<file path="src/rtl/freq_meter_ctrl_if.sv">
// Control and result bundle between the gate-time sequencer and its BCD decade counter / reader.
interface freq_meter_ctrl_if;
  logic        run;
  logic [15:0] count_in;
  logic        cnt_enable;
  logic        cnt_reset_n;
  logic [15:0] freq_out;
  logic        ovf_out;
  logic        valid;
  logic        busy;

  modport master (
    input  run, count_in,
    output cnt_enable, cnt_reset_n, freq_out, ovf_out, valid, busy
  );

  modport slave (
    output run, count_in,
    input  cnt_enable, cnt_reset_n, freq_out, ovf_out, valid, busy
  );
endinterface

</file>
<file path="src/rtl/freq_meter_ctrl.sv">
// Gate-time sequencer: clear -> arm -> gate -> settle -> latch of a 4-digit BCD counter.
// Latency: valid rises CLR_CYCLES+GATE_CYCLES+SETTLE_CYCLES+2 cycles after run is sampled.
// No backpressure: run is a level, sampled only in IDLE and at the end of LATCH.
module freq_meter_ctrl #(
  parameter int GATE_CYCLES   = 1000,
  parameter int CLR_CYCLES    = 2,
  parameter int SETTLE_CYCLES = 2,
  parameter int CW            = 16
) (
  input  logic              clk,
  input  logic              reset,
  freq_meter_ctrl_if.master bus
);

  localparam logic [2:0] S_IDLE   = 3'd0;
  localparam logic [2:0] S_CLEAR  = 3'd1;
  localparam logic [2:0] S_ARM    = 3'd2;
  localparam logic [2:0] S_GATE   = 3'd3;
  localparam logic [2:0] S_SETTLE = 3'd4;
  localparam logic [2:0] S_LATCH  = 3'd5;

  localparam logic [CW-1:0] CLR_LOAD    = CW'(CLR_CYCLES - 1);
  localparam logic [CW-1:0] GATE_LOAD   = CW'(GATE_CYCLES - 1);
  localparam logic [CW-1:0] SETTLE_LOAD = CW'(SETTLE_CYCLES - 1);

  logic [2:0]    state;
  logic [2:0]    state_nxt;
  logic [CW-1:0] cyc;
  logic [CW-1:0] cyc_load;
  logic          ovf_flag;
  logic [3:0]    prev_digit;
  logic          cyc_done;

  assign cyc_done = (cyc == '0);

  always_comb begin
    state_nxt = state;
    case (state)
      S_IDLE:   if (bus.run) state_nxt = S_CLEAR;
      S_CLEAR:  if (cyc_done) state_nxt = S_ARM;
      S_ARM:    state_nxt = S_GATE;
      S_GATE:   if (cyc_done) state_nxt = S_SETTLE;
      S_SETTLE: if (cyc_done) state_nxt = S_LATCH;
      S_LATCH:  state_nxt = bus.run ? S_CLEAR : S_IDLE;
      default:  state_nxt = S_IDLE;
    endcase
  end

  // Count down from (length-1) so the state exits on the cycle the counter reads zero.
  always_comb begin
    cyc_load = '0;
    case (state_nxt)
      S_CLEAR:  cyc_load = CLR_LOAD;
      S_GATE:   cyc_load = GATE_LOAD;
      S_SETTLE: cyc_load = SETTLE_LOAD;
      default:  cyc_load = '0;
    endcase
  end

  always_ff @(posedge clk or posedge reset) begin
    if (reset) begin
      state <= S_IDLE;
      cyc   <= '0;
    end else begin
      state <= state_nxt;
      if (state_nxt != state) begin
        cyc <= cyc_load;
      end else if (!cyc_done) begin
        cyc <= cyc - CW'(1);
      end
    end
  end

  // A wrap of the top digit from 9 to 0 while the counter may still move means the gate saw > 9999 edges.
  always_ff @(posedge clk or posedge reset) begin
    if (reset) begin
      ovf_flag   <= 1'b0;
      prev_digit <= 4'h0;
    end else if (state == S_CLEAR) begin
      ovf_flag   <= 1'b0;
      prev_digit <= 4'h0;
    end else if (state == S_GATE || state == S_SETTLE) begin
      prev_digit <= bus.count_in[15:12];
      if (prev_digit == 4'h9 && bus.count_in[15:12] == 4'h0) begin
        ovf_flag <= 1'b1;
      end
    end
  end

  // Outputs are registered from the next state so they line up exactly with the state they describe.
  always_ff @(posedge clk or posedge reset) begin
    if (reset) begin
      bus.cnt_enable  <= 1'b0;
      bus.cnt_reset_n <= 1'b0;
      bus.busy        <= 1'b0;
      bus.valid       <= 1'b0;
      bus.freq_out    <= 16'h0000;
      bus.ovf_out     <= 1'b0;
    end else begin
      bus.cnt_enable  <= (state_nxt == S_GATE);
      bus.cnt_reset_n <= !(state_nxt == S_IDLE || state_nxt == S_CLEAR);
      bus.busy        <= (state_nxt != S_IDLE);
      bus.valid       <= (state == S_LATCH);
      if (state == S_LATCH) begin
        bus.freq_out <= bus.count_in;
        bus.ovf_out  <= ovf_flag;
      end
    end
  end

endmodule
</file>
<file path="src/flat_wrapper.sv">
// flat-port wrapper written by rule: the top's interface ports become plain ports
module freq_meter_ctrl_flat 
#(
  parameter int GATE_CYCLES   = 1000,
  parameter int CLR_CYCLES    = 2,
  parameter int SETTLE_CYCLES = 2,
  parameter int CW            = 16
)
  (clk, reset, bus_run, bus_count_in, bus_cnt_enable, bus_cnt_reset_n, bus_freq_out, bus_ovf_out, bus_valid, bus_busy);
  freq_meter_ctrl_if bus_i ();
  input  logic clk;
  input  logic reset;
  input wire logic [$bits(bus_i.run)-1:0] bus_run;
  input wire logic [$bits(bus_i.count_in)-1:0] bus_count_in;
  output wire logic [$bits(bus_i.cnt_enable)-1:0] bus_cnt_enable;
  output wire logic [$bits(bus_i.cnt_reset_n)-1:0] bus_cnt_reset_n;
  output wire logic [$bits(bus_i.freq_out)-1:0] bus_freq_out;
  output wire logic [$bits(bus_i.ovf_out)-1:0] bus_ovf_out;
  output wire logic [$bits(bus_i.valid)-1:0] bus_valid;
  output wire logic [$bits(bus_i.busy)-1:0] bus_busy;
  assign bus_i.run = bus_run;
  assign bus_i.count_in = bus_count_in;
  assign bus_cnt_enable = bus_i.cnt_enable;
  assign bus_cnt_reset_n = bus_i.cnt_reset_n;
  assign bus_freq_out = bus_i.freq_out;
  assign bus_ovf_out = bus_i.ovf_out;
  assign bus_valid = bus_i.valid;
  assign bus_busy = bus_i.busy;
  freq_meter_ctrl #(.GATE_CYCLES(GATE_CYCLES), .CLR_CYCLES(CLR_CYCLES), .SETTLE_CYCLES(SETTLE_CYCLES), .CW(CW)) u_core (.clk(clk), .reset(reset), .bus(bus_i));
endmodule
</file>
<file path="config.mk">
export PLATFORM = sky130hd
export DESIGN_NAME = freq_meter_ctrl_flat
export DESIGN_NICKNAME = d
export VERILOG_FILES = /design/src/rtl/freq_meter_ctrl_if.sv /design/src/rtl/freq_meter_ctrl.sv /design/src/flat_wrapper.sv
export SDC_FILE = /design/constraint.sdc
export NUM_CORES = 1
export LEC_CHECK = 0
export ABC_AREA = 1
export ABC_CLOCK_PERIOD_IN_PS = 4150
export BUFFER_PORTS_ARGS = -buffer_cell sky130_fd_sc_hd__buf_2
export CORE_ASPECT_RATIO = 1.2
export CORE_UTILIZATION = 50
export DETAILED_ROUTE_END_ITERATION = 12
export GPL_ROUTABILITY_DRIVEN = 1
export PLACE_DENSITY = 0.73
export SLEW_MARGIN = 30
export SYNTH_ARGS = -nofsm -noshare
export SYNTH_HDL_FRONTEND = slang
export SYNTH_SLANG_ARGS = --single-unit
</file>
<file path="constraint.sdc">
create_clock -name clk -period 4.15 [get_ports clk]
set_input_delay 0.415 -clock clk [delete_from_list [all_inputs] [get_ports clk]]
set_output_delay 0.415 -clock clk [all_outputs]
set_load 0.01 [all_outputs]
</file>
==> results.txt, run 1 <==
----------------------------------------------------
[Worst setup path]
  Start-to-end type of the worst setup path ... reg -> reg
  Critical R2R Launch ... u_core.state[0]
  Ordered list of cells on the worst path ... inv_2 -> nor2_1 -> inv_1 -> nor2_2 -> inv_1 -> nand2_1 -> o21ai_0
  Required arrival time at the worst endpoint ... approximately 4.3 ns
  Worst reg-to-reg path cell count ... 7
  Crit path to ... u_core.bus.freq_out[15]
  Endpoint of the lowest-slack register-to-register path ... u_core.bus.freq_out[15]
  Most used cell along the critical path ... inv_1
  Beginning of the critical path ... u_core.state[0]
  Stages on the worst setup path ... 7
  Family of cells with the greatest summed delay on the critical path ... simple AND/OR/NAND/NOR gates
  Delay contributed by the slowest stage of the critical path ... roughly 0.44 ns
  Library cell contributing the largest single delay on the critical path ... dfrtp_1
  Worst EP arrival ... about 2.2 ns
  Nature of the critical path startpoint ... register
  Register-to-register setup slack ... around 2.1 ns
  Endpoint type of the worst setup path ... register
  CP Buf/Inv Count ... 3
  Top fanout value on the critical path ... 22

[Placement]
  Buffers on Ports ... 39
  Routability Congestion ... 0.937
  DPL Wire Length ... 3020 um
  Cell count after placement ... between 300 and 400

[Route]
  Via count ... about 1800
  Initial DRT Pass Iterations ... 4
  DR WL/cell ... between 10 and 15 um
  Vias per cell ... approximately 4.8
  Sum of routed wire length over all layers ... 4100 um
  Number of DRC markers in iteration 0 ... 71
  Remaining routing DRC violations ... 0
  Post-DRT Antenna Nets ... 0

[Synthesis]
  Most used DFF post-synth ... dfrtp_1
  Top area cells in the synthesized netlist ... dfrtp_1, nand2_1, inv_1
  Leading post-synthesis cells by instance count ... nand2_1, dfrtp_1, inv_1
  Share of synthesized area occupied by flip-flops and latches ... about 51%
  Cells after synthesis ... 266
  Asr flop ratio synth ... 100%
  Yosys synthesis warning count ... 0
  Number of flops mapped to enable cells by yosys ... 0
  Netlist cell types ... 28
  Share of the synthesized area in the top cell type ... 51.1%
  Synth Cell Area ... approximately 2200 um^2
  Synthesized netlist net count ... 286
  Mean cell area of the mapped netlist ... between 8 and 9 um^2
  Synth Register Bits ... 45
  Leading cell type by number of instances after synthesis ... nand2_1
  Top cell type by total area after synthesis ... dfrtp_1

[CTS]
  Number of buffers inserted to repair setup after CTS ... 0
  Cell at the root of the clock tree ... clkbuf_8
  Register clock-pin slew on the reported worst setup and hold paths ... about 0.08 ns
  Number of clock buffers inserted by TritonCTS ... 5
  Clock latency reported for the late side of the worst-skew pair ... 0.29 ns
  Clock sinks ... between 40 and 50
  Clock tree from TritonCTS ... done
  Number of H-tree levels ... 2
  Clock buffer depth ... 2
  Cts repair resizes ... 0
  Hold buffer count at cts ... 0

[Timing]
  Minimum hold slack ... between 0.2 and 0.25 ns
  Least-Margin Pin Slew ... between 0.5 and 0.6 ns
  Setup TNS ... 0 ns
  Final max-slew violation count ... 0
  Layout Skew ... around 0.0024 ns
  Hold violation count in the final report ... 0
  Top achievable clock speed ... ~500 MHz
  Setup repair after global routing missed its margin ... false
  Relative slew slack ... around three fifths
  Total of endpoints with negative setup slack in the final report ... 0
  Final worst path period need ... between 2 and 2.5 ns
  Period Utilization, post-route ... about half

[Layout]
  Sequential cell area in the final layout ... approximately 1100 um^2
  Area of combinational cells with multiple inputs ... between 900 and 1000 um^2
  Area delta synth->final ... 18.1%
  Final core utilization ... between 60% and 70%
  FILL cells ... between 300 and 400
  Number of nets in the finished design ... 330
  Antenna cell count ... 0
  Count of placed standard cells in the final layout, fillers left out ... 367
  Fraction of layout cells with a size suffix above 1 ... around 24%

[Global route]
  Vias in the first global route ... around 1700
  Global-route wire length before repair ... 7200 um
  Antenna violations before repair ... 0
  Largest net degree at the start of global routing ... 46
  Overall fraction of global-route tracks in use ... 20.0%
  GR Overflow Total ... 0

[Run]
  Number of violations of the max-capacitance limit ... 0

[Floorplanning]
  Die W ... around 63 um
  Row count ... 26
  Vertical extent of the die ... 74.7 um
  Starting Density ... between 50% and 60%
  Core Area ... 4230 um^2
  Total I/O pin count ... 40
  Die area ... ~4700 um^2

[Power]
  Post-layout power ... 0.851 mW
  Pwr dens ... 327 nW/um^2
  Worst IR drop on VDD ... around 0.18 mV
  P_leak ... around 1.2 nW

[Worst hold path]
  Kind of path behind the tightest hold check ... in -> async

[Run status]
  Result of the run ... finished, final reports clean

----------------------------------------------------
==> stage by stage <==
stage                     setup WS (ns)  instance area [um^2]
after floorplan                    2.46                  2200
after global placement             2.20                  2460
after detailed placement           2.15                  2460
after CTS                          2.11                  2600
after global routing               1.88                  2600
final                              2.13                  2600
==> worst reg2reg max path: stages (launching register included) <==
cell     delay, ns
dfrtp_1       0.44
inv_2         0.11
nor2_1        0.15
inv_1         0.09
nor2_2        0.41
inv_1         0.44
nand2_1       0.16
o21ai_0       0.09
==> placed cells by master (no fill, tap or decap), types with 2 or more instances in the layout <==
cell,count
o22ai_1,2
nand3_1,12
inv_2,2
clkbuf_8,5
o21ai_0,9
dfrtp_1,45
bufinv_16,2
nand4_1,4
nor3_2,4
nand2_2,5
nand2_4,2
inv_1,31
nand2_1,86
nor3_1,2
xor2_1,13
buf_2,39
nor2_1,25
o21ai_2,3
nor2_2,7
==> layer usage <==
layer / wire length, um / share of wire, % / track usage [%]
met4: 70 / 1.7 / 7.49
met1: 1840 / 45 / 23.4
met3: 189 / 4.6 / 5.91
met5: 0 / 0 / 0
met2: 2010 / 49 / 35.0
==> state kept, by name, indices dropped and copies added, names as in the netlist <==
| name | cells |
|---|---|
| u_core.bus.cnt_enable | 1 |
| u_core.bus.freq_out | 16 |
| u_core.bus.busy | 1 |
| u_core.prev_digit | 4 |
| u_core.bus.cnt_reset_n | 1 |
| u_core.bus.valid | 1 |
| u_core.state | 3 |
| u_core.ovf_flag | 1 |
| u_core.bus.ovf_out | 1 |
| u_core.cyc | 16 |
==> final cells by class <==
class                   instances  area share, %
multi-input cells             183           35.8
repair buffers                 40           7.79
clock buffers                   5           2.65
clock inverters                 3           2.65
flip-flops and latches         45           43.3
well taps                      56           2.69
inverters                      35           5.15
==> how the worst min path moves through the flow <==
stage | to | cells after the start
global route | u_core.bus.freq_out[5] | 3
CTS | u_core.bus.freq_out[5] | 3
finish | u_core.bus.freq_out[5] | 3
global placement | u_core.bus.freq_out[1] | 2
floorplan | u_core.prev_digit[3] | 2
detailed placement | u_core.bus.freq_out[0] | 2
==> kinds of logic after synthesis <==
kind of cell	Yosys count	synth area share (%)
XOR/XNOR	14	5.57
AO/OA/AOI/OAI	17	5.17
AND/OR/NAND/NOR	151	30.9
flip-flops	45	51.1
buffers and inverters	38	6.64
adder cells (fa/ha/maj)	1	0.568
==> power breakdown <==
group	switching [mW]	internal, mW
logic	0.0119	0.00693
clock network	0.151	0.242
registers	0	0.438
No activity file was read; power rests on OpenSTA's default activity.
==> run 2: changes to the inputs <==
ABC_AREA = 0   (was 1)
ABC_CLOCK_PERIOD_IN_PS = 1600   (was 4150)
CORE_UTILIZATION = 49   (was 50)
PLACE_DENSITY = 0.74   (was 0.73)
clock period = 1.6 ns   (was 4.15 ns; I/O delays follow)
==> results.txt, run 2 <==
----------------------------------------------------
[Timing]
  Top achievable clock speed ... 532 MHz (+7.3%)
  Relative slew slack ... 63.3% (+2.6 points)
  Layout Skew ... 0.00842 ns (+0.00605 ns)
  Setup TNS ... -3.58 ns (-3.58 ns)
  Least-Margin Pin Slew ... 0.551 ns (-0.0377 ns)
  Hold violation count in the final report ... 0 (unchanged)
  Period Utilization, post-route ... 117% (+69 points)
  Worst Slack Setup Final ... -0.279 ns (-2.41 ns)
  Minimum hold slack ... 0.0316 ns (-0.199 ns)
  Final worst path period need ... 1.88 ns (-0.138 ns)
  Setup repair after global routing missed its margin ... true
  Final max-slew violation count ... 0 (unchanged)
  Total of endpoints with negative setup slack in the final report ... 20 (+20)

[Global route]
  Overall fraction of global-route tracks in use ... 22.3% (+2.3 points)
  GR Overflow Total ... 0 (unchanged)
  Vias in the first global route ... 1808 (+9.0%)
  Global-route wire length before repair ... 8080 um (+12%)
  Antenna violations before repair ... 0 (unchanged)
  Largest net degree at the start of global routing ... 46 (unchanged)

[Layout]
  Antenna cell count ... 0 (unchanged)
  FILL cells ... 325 (-10%)
  Area delta synth->final ... 38.8%
  Top library cells by usage in the layout, fill and taps aside ... nand2_1, dfrtp_1, buf_4, buf_2, nor2_1
  Post-route cell area ... 3020 um^2 (+16%)
  Fraction of layout cells with a size suffix above 1 ... 41.5% (+17 points)
  Number of nets in the finished design ... 332 (+0.61%)
  Most common library cell in the layout ignoring fill and taps ... nand2_1
  Final core utilization ... 70.9% (+9.4 points)
  Registers with the most flip-flops ... u_core.bus.freq_out: 16 flops, u_core.cyc: 16 flops, u_core.prev_digit: 4 flops

[Worst hold path]
  Cell count of the worst hold path ... 3
  Endpoint, Worst Hold ... u_core.bus.freq_out[6]
  Hold Path Origin ... bus_count_in[6]
  Kind of path behind the tightest hold check ... in -> reg

[Run status]
  Result of the run ... complete, but fails checks
  Violations in the final reports ... negative setup slack

[Synthesis]
  Yosys synthesis warning count ... 0 (unchanged)
  Synthesized-area fraction occupied by xor and xnor cells ... 4.82% (-0.74 points)
  Compound-Gate Fraction of Synth Area ... 12.5% (+7.4 points)
  Share of synthesized area occupied by flip-flops and latches ... 51.7% (+0.59 points)
  Simple logic cell fraction of the synthesized area ... 27.6% (-3.4 points)
  Top area cells in the synthesized netlist ... dfrtp_1, nand2_1, nor2_1
  Leading post-synthesis cells by instance count ... nand2_1, dfrtp_1, nor2_1
  Synthesized netlist net count ... 248 (-13%)
  Number of flops mapped to enable cells by yosys ... 0 (unchanged)
  Adder-cell area share of the yosys netlist ... 0.574% (+0.0065 points)
  Share of the synthesized area in the top cell type ... 51.7% (+0.59 points)
  Most used DFF post-synth ... dfrtp_1
  Synth Register Bits ... 45 (unchanged)
  Leading cell type by number of instances after synthesis ... nand2_1
  Combinational family with the most area after synthesis ... simple AND/OR/NAND/NOR gates
  Proportion of synthesized area in mux cells ... 0% (unchanged)
  Top cell type by total area after synthesis ... dfrtp_1
  Netlist cell types ... 45 (+61%)
  Asr flop ratio synth ... 100% (unchanged)
  Mean cell area of the mapped netlist ... 9.55 um^2 (+15%)
  Cells after synthesis ... 228 (-14%)
  Synth Cell Area ... 2180 um^2 (-1.1%)

[Run]
  Number of violations of the max-capacitance limit ... 0 (unchanged)

[Placement]
  Routability Congestion ... 0.841 (-10%)
  DPL Wire Length ... 3350 um (+11%)
  Buffers on Ports ... 39 (unchanged)
  Placed instance area ... 2720 um^2 (+10%)
  Post-place setup slack ... -0.274 ns (-2.42 ns)

[Worst setup path]
  Critical R2R Launch ... u_core.cyc[1]
  Register-to-register setup slack ... -0.28 ns (-2.41 ns)
  Worst EP arrival ... 2.10 ns (-0.07 ns)
  Start-to-end type of the worst setup path ... reg -> reg
  Endpoint of the lowest-slack register-to-register path ... u_core.cyc[1]
  Worst reg-to-reg path cell count ... 8 (+1)
  Nature of the critical path startpoint ... register
  Required arrival time at the worst endpoint ... 1.82 ns (-2.49 ns)
  Top fanout value on the critical path ... 4 (-82%)
  Endpoint type of the worst setup path ... register

[Floorplanning]
  Die area ... 4720 um^2 (+0.85%)
  Core Area ... 4260 um^2 (+0.77%)
  Starting Density ... 51.1% (-0.98 points)
  Die W ... 62.9 um (+0.42%)
  Total I/O pin count ... 40 (unchanged)
  Vertical extent of the die ... 75.0 um (+0.43%)
  Row count ... 26 (unchanged)

[CTS]
  Number of H-tree levels ... 2 (unchanged)
  Cell at the root of the clock tree ... clkbuf_8
  Clock sinks ... 45 (unchanged)
  Register clock-pin slew on the reported worst setup and hold paths ... 0.09 ns (about the same)
  Clock tree from TritonCTS ... done
  Clock buffer depth ... 2 (unchanged)
  Number of clock buffers inserted by TritonCTS ... 5 (unchanged)
  Clock latency reported for the late side of the worst-skew pair ... 0.31 ns (+0.02 ns)

[Power]
  Net switching power ... 1.73 mW (+960%)
  Sw Share ... 38.6% (+19 points)
  Worst IR drop on VDD ... 1.02 mV (+460%)
  Part of the total power dissipated in combinational logic ... 46.2% (+44 points)
  P_leak ... 1.38 nW (+11%)
  Pwr dens ... 1480 nW/um^2 (+350%)
  Share of power burned in registers ... 37.2% (-14 points)
  Clock power share ... 16.7% (-30 points)
  Internal power of the cells ... 2.76 mW (+300%)

[Route]
  Via count ... 1888 (+7.0%)
  Number of DRC markers in iteration 0 ... 74 (+4.2%)
  Sum of routed wire length over all layers ... 5170 um (+26%)
  Initial DRT Pass Iterations ... 4 (unchanged)
  Post-DRT Antenna Nets ... 0 (unchanged)
  Vias per cell ... 5.12 (+6.4%)
  Remaining routing DRC violations ... 0 (unchanged)
  DR WL/cell ... 14.0 um (+25%)

----------------------------------------------------
==> run 2: cell types whose count changed in the layout (fill, tap and decap cells not counted), sizes merged, moves of 4 or more <==
cell / before / now
a21oi: 2 / 15
a22o: 0 / 4
buf: 40 / 85
inv: 35 / 6
nand2: 93 / 59
nand3: 12 / 3
nor2: 33 / 24
nor4: 0 / 5
o21ai: 12 / 7
or3: 0 / 4
xnor2: 1 / 5
xor2: 13 / 7
==> run 2: per-stage QoR <==
| stage | instances | power [mW] |
|---|---|---|
| floorplan | 228 | 2.60 |
| global placement | 352 | 3.28 |
| detailed placement | 352 | 3.34 |
| CTS | 365 | 4.23 |
| global route | 369 | 4.75 |
| finish | 369 | 4.49 |
==> run 2: cell families after synthesis <==
family | Yosys count
simple gates | 119
xor+xnor | 12
fa+ha+maj | 1
flops | 45
compound gates | 37
buf+inv | 14
==> run 2: worst max-delay path, cell delays in order, from the launching register on <==
cell	delay, ns
dfrtp_1	0.42
inv_2	0.09
ha_4	0.13
nor4b_4	0.18
buf_4	0.19
nand4_1	0.15
o41ai_4	0.27
buf_4	0.17
a2bb2oi_1	0.20
==> run 2: what timing repair did <==
action                                 CTS  global route
buffers inserted                         5             5
setup endpoints to repair               20            21
pin swaps                               14            12
hold buffers                             1             0
resized for setup                       12            19
endpoints found under the hold margin   26             0
==> run 2: area by class of cell <==
| class | count | area (um^2) | share of cell area, % |
|---|---|---|---|
| Clock buffer | 5 | 68.8 | 2.28 |
| Clock inverter | 3 | 25.0 | 0.828 |
| Inverter | 5 | 18.8 | 0.621 |
| Multi-Input combinational cell | 169 | 1140 | 37.7 |
| Sequential cell | 45 | 1130 | 37.3 |
| Tap cell | 56 | 70.1 | 2.32 |
| Timing Repair Buffer | 86 | 574 | 19.0 |
==> run 2: worst max-delay path by stage <==
stage	slack [ns]	endpoint	from	depth (start not counted)
final	-0.28	u_core.cyc[1]	u_core.cyc[1]	8
after global routing	-0.35	u_core.cyc[1]	u_core.cyc[1]	8
after CTS	-0.25	u_core.cyc[9]	u_core.cyc[1]	7
after detailed placement	-0.27	u_core.cyc[7]	u_core.cyc[1]	7
after global placement	-0.20	u_core.cyc[7]	u_core.cyc[0]	7
after floorplan	-0.24	u_core.cyc[2]	u_core.cyc[0]	7
==> run 2: routing by layer <==
| metal | wire length, um | track usage (%) | vias to the layer above |
|---|---|---|---|
| met3 | 222 | 4.70 | 7 |
| met4 | 87 | 9.56 | 0 |
| met1 | 2230 | 26.6 | 889 |
| li1 | - | - | 941 |
| met5 | 0 | 0 | - |
| met2 | 2630 | 39.2 | 51 |
==> run 2: power groups by stage <==
| stage | clock, mW | combinational [mW] | sequential (mW) |
|---|---|---|---|
| global route | 0.796 | 2.25 | 1.70 |
| floorplan | 0 | 0.853 | 1.74 |
| CTS | 0.756 | 1.81 | 1.67 |
| finish | 0.748 | 2.07 | 1.67 |
| detailed placement | 0 | 1.66 | 1.68 |
| global placement | 0 | 1.61 | 1.68 |
==> run 3: changes to the inputs <==
PLACE_DENSITY = not set   (was 0.74)
PLACE_DENSITY_LB_ADDON = 0.15   (was not set)
SKIP_LAST_GASP = 1   (was not set)
==> results.txt, run 3 (same netlist as run 2, synthesis figures left out) <==
----------------------------------------------------
[Route]
  Vias per cell ... 5.19 (+1.5%)
  Via count ... 1911 (+1.2%)
  Remaining routing DRC violations ... 0 (unchanged)
  Number of DRC markers in iteration 0 ... 56 (-24%)
  Initial DRT Pass Iterations ... 4 (unchanged)
  DR WL/cell ... 13.6 um (-2.6%)
  Sum of routed wire length over all layers ... 5020 um (-2.9%)
  Post-DRT Antenna Nets ... 0 (unchanged)

[Layout]
  Top library cells by usage in the layout, fill and taps aside ... nand2_1, dfrtp_1, buf_4, buf_2, nor2_1
  Most common library cell in the layout ignoring fill and taps ... nand2_1
  Area delta synth->final ... 38.5%
  Number of nets in the finished design ... 331 (-0.30%)
  Registers with the most flip-flops ... u_core.bus.freq_out: 16 flops, u_core.cyc: 16 flops, u_core.prev_digit: 4 flops
  FILL cells ... 345 (+6.2%)
  Antenna cell count ... 0 (unchanged)
  Fraction of layout cells with a size suffix above 1 ... 40.1% (-1.5 points)

[CTS]
  Clock latency reported for the late side of the worst-skew pair ... 0.30 ns (about the same)
  Clock tree from TritonCTS ... done
  Cell at the root of the clock tree ... clkbuf_8
  Number of H-tree levels ... 2 (unchanged)
  Number of clock buffers inserted by TritonCTS ... 5 (unchanged)
  Clock buffer depth ... 2 (unchanged)
  Clock sinks ... 45 (unchanged)
  Register clock-pin slew on the reported worst setup and hold paths ... 0.09 ns (about the same)

[Worst setup path]
  Critical R2R Launch ... u_core.cyc[1]
  Worst EP arrival ... 2.01 ns (-0.09 ns)
  Delay contributed by the slowest stage of the critical path ... 0.39 ns (-0.03 ns)
  Library cell contributing the largest single delay on the critical path ... dfrtp_1
  Ordered list of cells on the worst path ... inv_2 -> ha_4 -> nor4b_4 -> buf_4 -> a41oi_2 -> a211o_4 -> a21oi_1 -> nor2_1
  Register-to-register setup slack ... -0.22 ns (+0.06 ns)
  Start-to-end type of the worst setup path ... reg -> reg
  Top fanout value on the critical path ... 6 (+2)
  Endpoint of the lowest-slack register-to-register path ... u_core.cyc[2]
  Required arrival time at the worst endpoint ... 1.79 ns (-0.03 ns)
  Worst reg-to-reg path cell count ... 8 (unchanged)
  Nature of the critical path startpoint ... register
  Endpoint type of the worst setup path ... register

[Timing]
  Total of endpoints with negative setup slack in the final report ... 17 (-15%)
  Setup repair after global routing missed its margin ... true
  Least-Margin Pin Slew ... 0.449 ns (-0.102 ns)
  Setup TNS ... -2.63 ns (+0.953 ns)
  Relative slew slack ... 69.8% (+6.5 points)
  Final worst path period need ... 1.82 ns (-0.0589 ns)
  Final max-slew violation count ... 0 (unchanged)
  Minimum hold slack ... 0.0416 ns (+0.00998 ns)
  Period Utilization, post-route ... 114% (-3.7 points)
  Hold violation count in the final report ... 0 (unchanged)
  Layout Skew ... 0.00553 ns (-0.00290 ns)
  Worst Slack Setup Final ... -0.220 ns (+0.0589 ns)
  Top achievable clock speed ... 549 MHz (+3.2%)

[Floorplanning]
  Die W ... 62.9 um (unchanged)
  Die area ... 4720 um^2 (unchanged)
  Core Area ... 4260 um^2 (unchanged)
  Vertical extent of the die ... 75.0 um (unchanged)
  Starting Density ... 51.1% (unchanged)
  Total I/O pin count ... 40 (unchanged)
  Row count ... 26 (unchanged)

[Worst hold path]
  Kind of path behind the tightest hold check ... in -> reg
  Cell count of the worst hold path ... 3 (unchanged)
  Endpoint, Worst Hold ... u_core.bus.freq_out[9]
  Hold Path Origin ... bus_count_in[9]

[Global route]
  Overall fraction of global-route tracks in use ... 22.8% (+0.50 points)
  Largest net degree at the start of global routing ... 21 (-54%)
  GR Overflow Total ... 0 (unchanged)
  Antenna violations before repair ... 0 (unchanged)
  Vias in the first global route ... 1875 (+3.7%)
  Global-route wire length before repair ... 8240 um (+2.0%)

[Run]
  Number of violations of the max-capacitance limit ... 0 (unchanged)

[Power]
  Pwr dens ... 1540 nW/um^2 (+3.9%)
  Worst IR drop on VDD ... 0.766 mV (-25%)
  P_leak ... 1.40 nW (+1.5%)

[Placement]
  DPL Wire Length ... 3650 um (+9.1%)
  Buffers on Ports ... 39 (unchanged)
  Routability Congestion ... 0.800 (-4.9%)

[Run status]
  Violations in the final reports ... negative setup slack
  Result of the run ... complete, but fails checks

----------------------------------------------------
[run 3: changes by cell type in the layout (fill, tap and decap cells not counted), sizes merged]
cell      before  now
buf           85   84
bufinv         0    2
clkinv         1    2
clkinvlp       1    0
inv            6    4
[run 3: worst max-delay path by stage]
| stage | startpoint | to | slack (ns) | cells past startpoint |
|---|---|---|---|---|
| after floorplan | u_core.cyc[0] | u_core.cyc[2] | -0.24 | 7 |
| after global placement | u_core.cyc[0] | u_core.cyc[8] | -0.21 | 7 |
| after detailed placement | u_core.cyc[0] | u_core.cyc[5] | -0.27 | 7 |
| after CTS | u_core.cyc[1] | u_core.cyc[2] | -0.21 | 7 |
| after global routing | u_core.cyc[1] | u_core.cyc[9] | -0.30 | 9 |
| final | u_core.cyc[1] | u_core.cyc[2] | -0.22 | 8 |
[run 3: power breakdown]
part / leakage (nW) / switching [mW] / internal (mW)
clock: 0.0681 / 0.395 / 0.620
sequential: 0.510 / 0.256 / 1.41
combinational: 0.822 / 0.954 / 1.02
[run 3: what timing repair did]
action | in CTS | in global routing
buffers inserted | 2 | 4
setup endpoints to repair | 20 | 22
hold endpoints to repair | 13 | 0
hold buffers | 1 | 0
pin swaps | 8 | 11
gates resized for setup | 6 | 21
[run 3: critical path: cells and delay by family (launching register included)]
family	cells	cell delay [ns]
DFF	1	0.39
and+or+nand+nor	2	0.22
adders and majority gates	1	0.14
AOI/OAI and AO/OA	3	0.69
buffers and inverters	2	0.27
[run 3: layer usage]
metal | GRT usage [%] | wire [um] | vias to the layer above | part of all wire, %
met4 | 7.75 | 78 | 0 | 1.6
met1 | 25.5 | 2110 | 922 | 42
met2 | 43.5 | 2670 | 40 | 53
met5 | 0 | 0 | - | 0
li1 | - | - | 941 | -
met3 | 4.24 | 163 | 8 | 3.2
[run 3: cell type report]
type	instances	area, um^2	area share (%)
clock buffers	5	68.8	2.28
multi-input cells	169	1100	36.4
well taps	56	70.1	2.32
clock inverters	3	65.1	2.16
flip-flops and latches	45	1130	37.3
repair buffers	85	571	18.9
inverters	5	18.8	0.622
[run 3: per-stage QoR]
step / setup slack [ns] / cells / total power, mW / area, um^2 / util (%)
after floorplan: -0.236 / 228 / 2.60 / 2200 / -
after global routing: -0.295 / 368 / 4.91 / 3020 / 70.8
after CTS: -0.212 / 366 / 4.48 / 2920 / 68.5
after global placement: -0.207 / 355 / 3.33 / 2740 / 64.3
final: -0.220 / 368 / 4.65 / 3020 / 70.8
after detailed placement: -0.275 / 355 / 3.39 / 2740 / 64.3
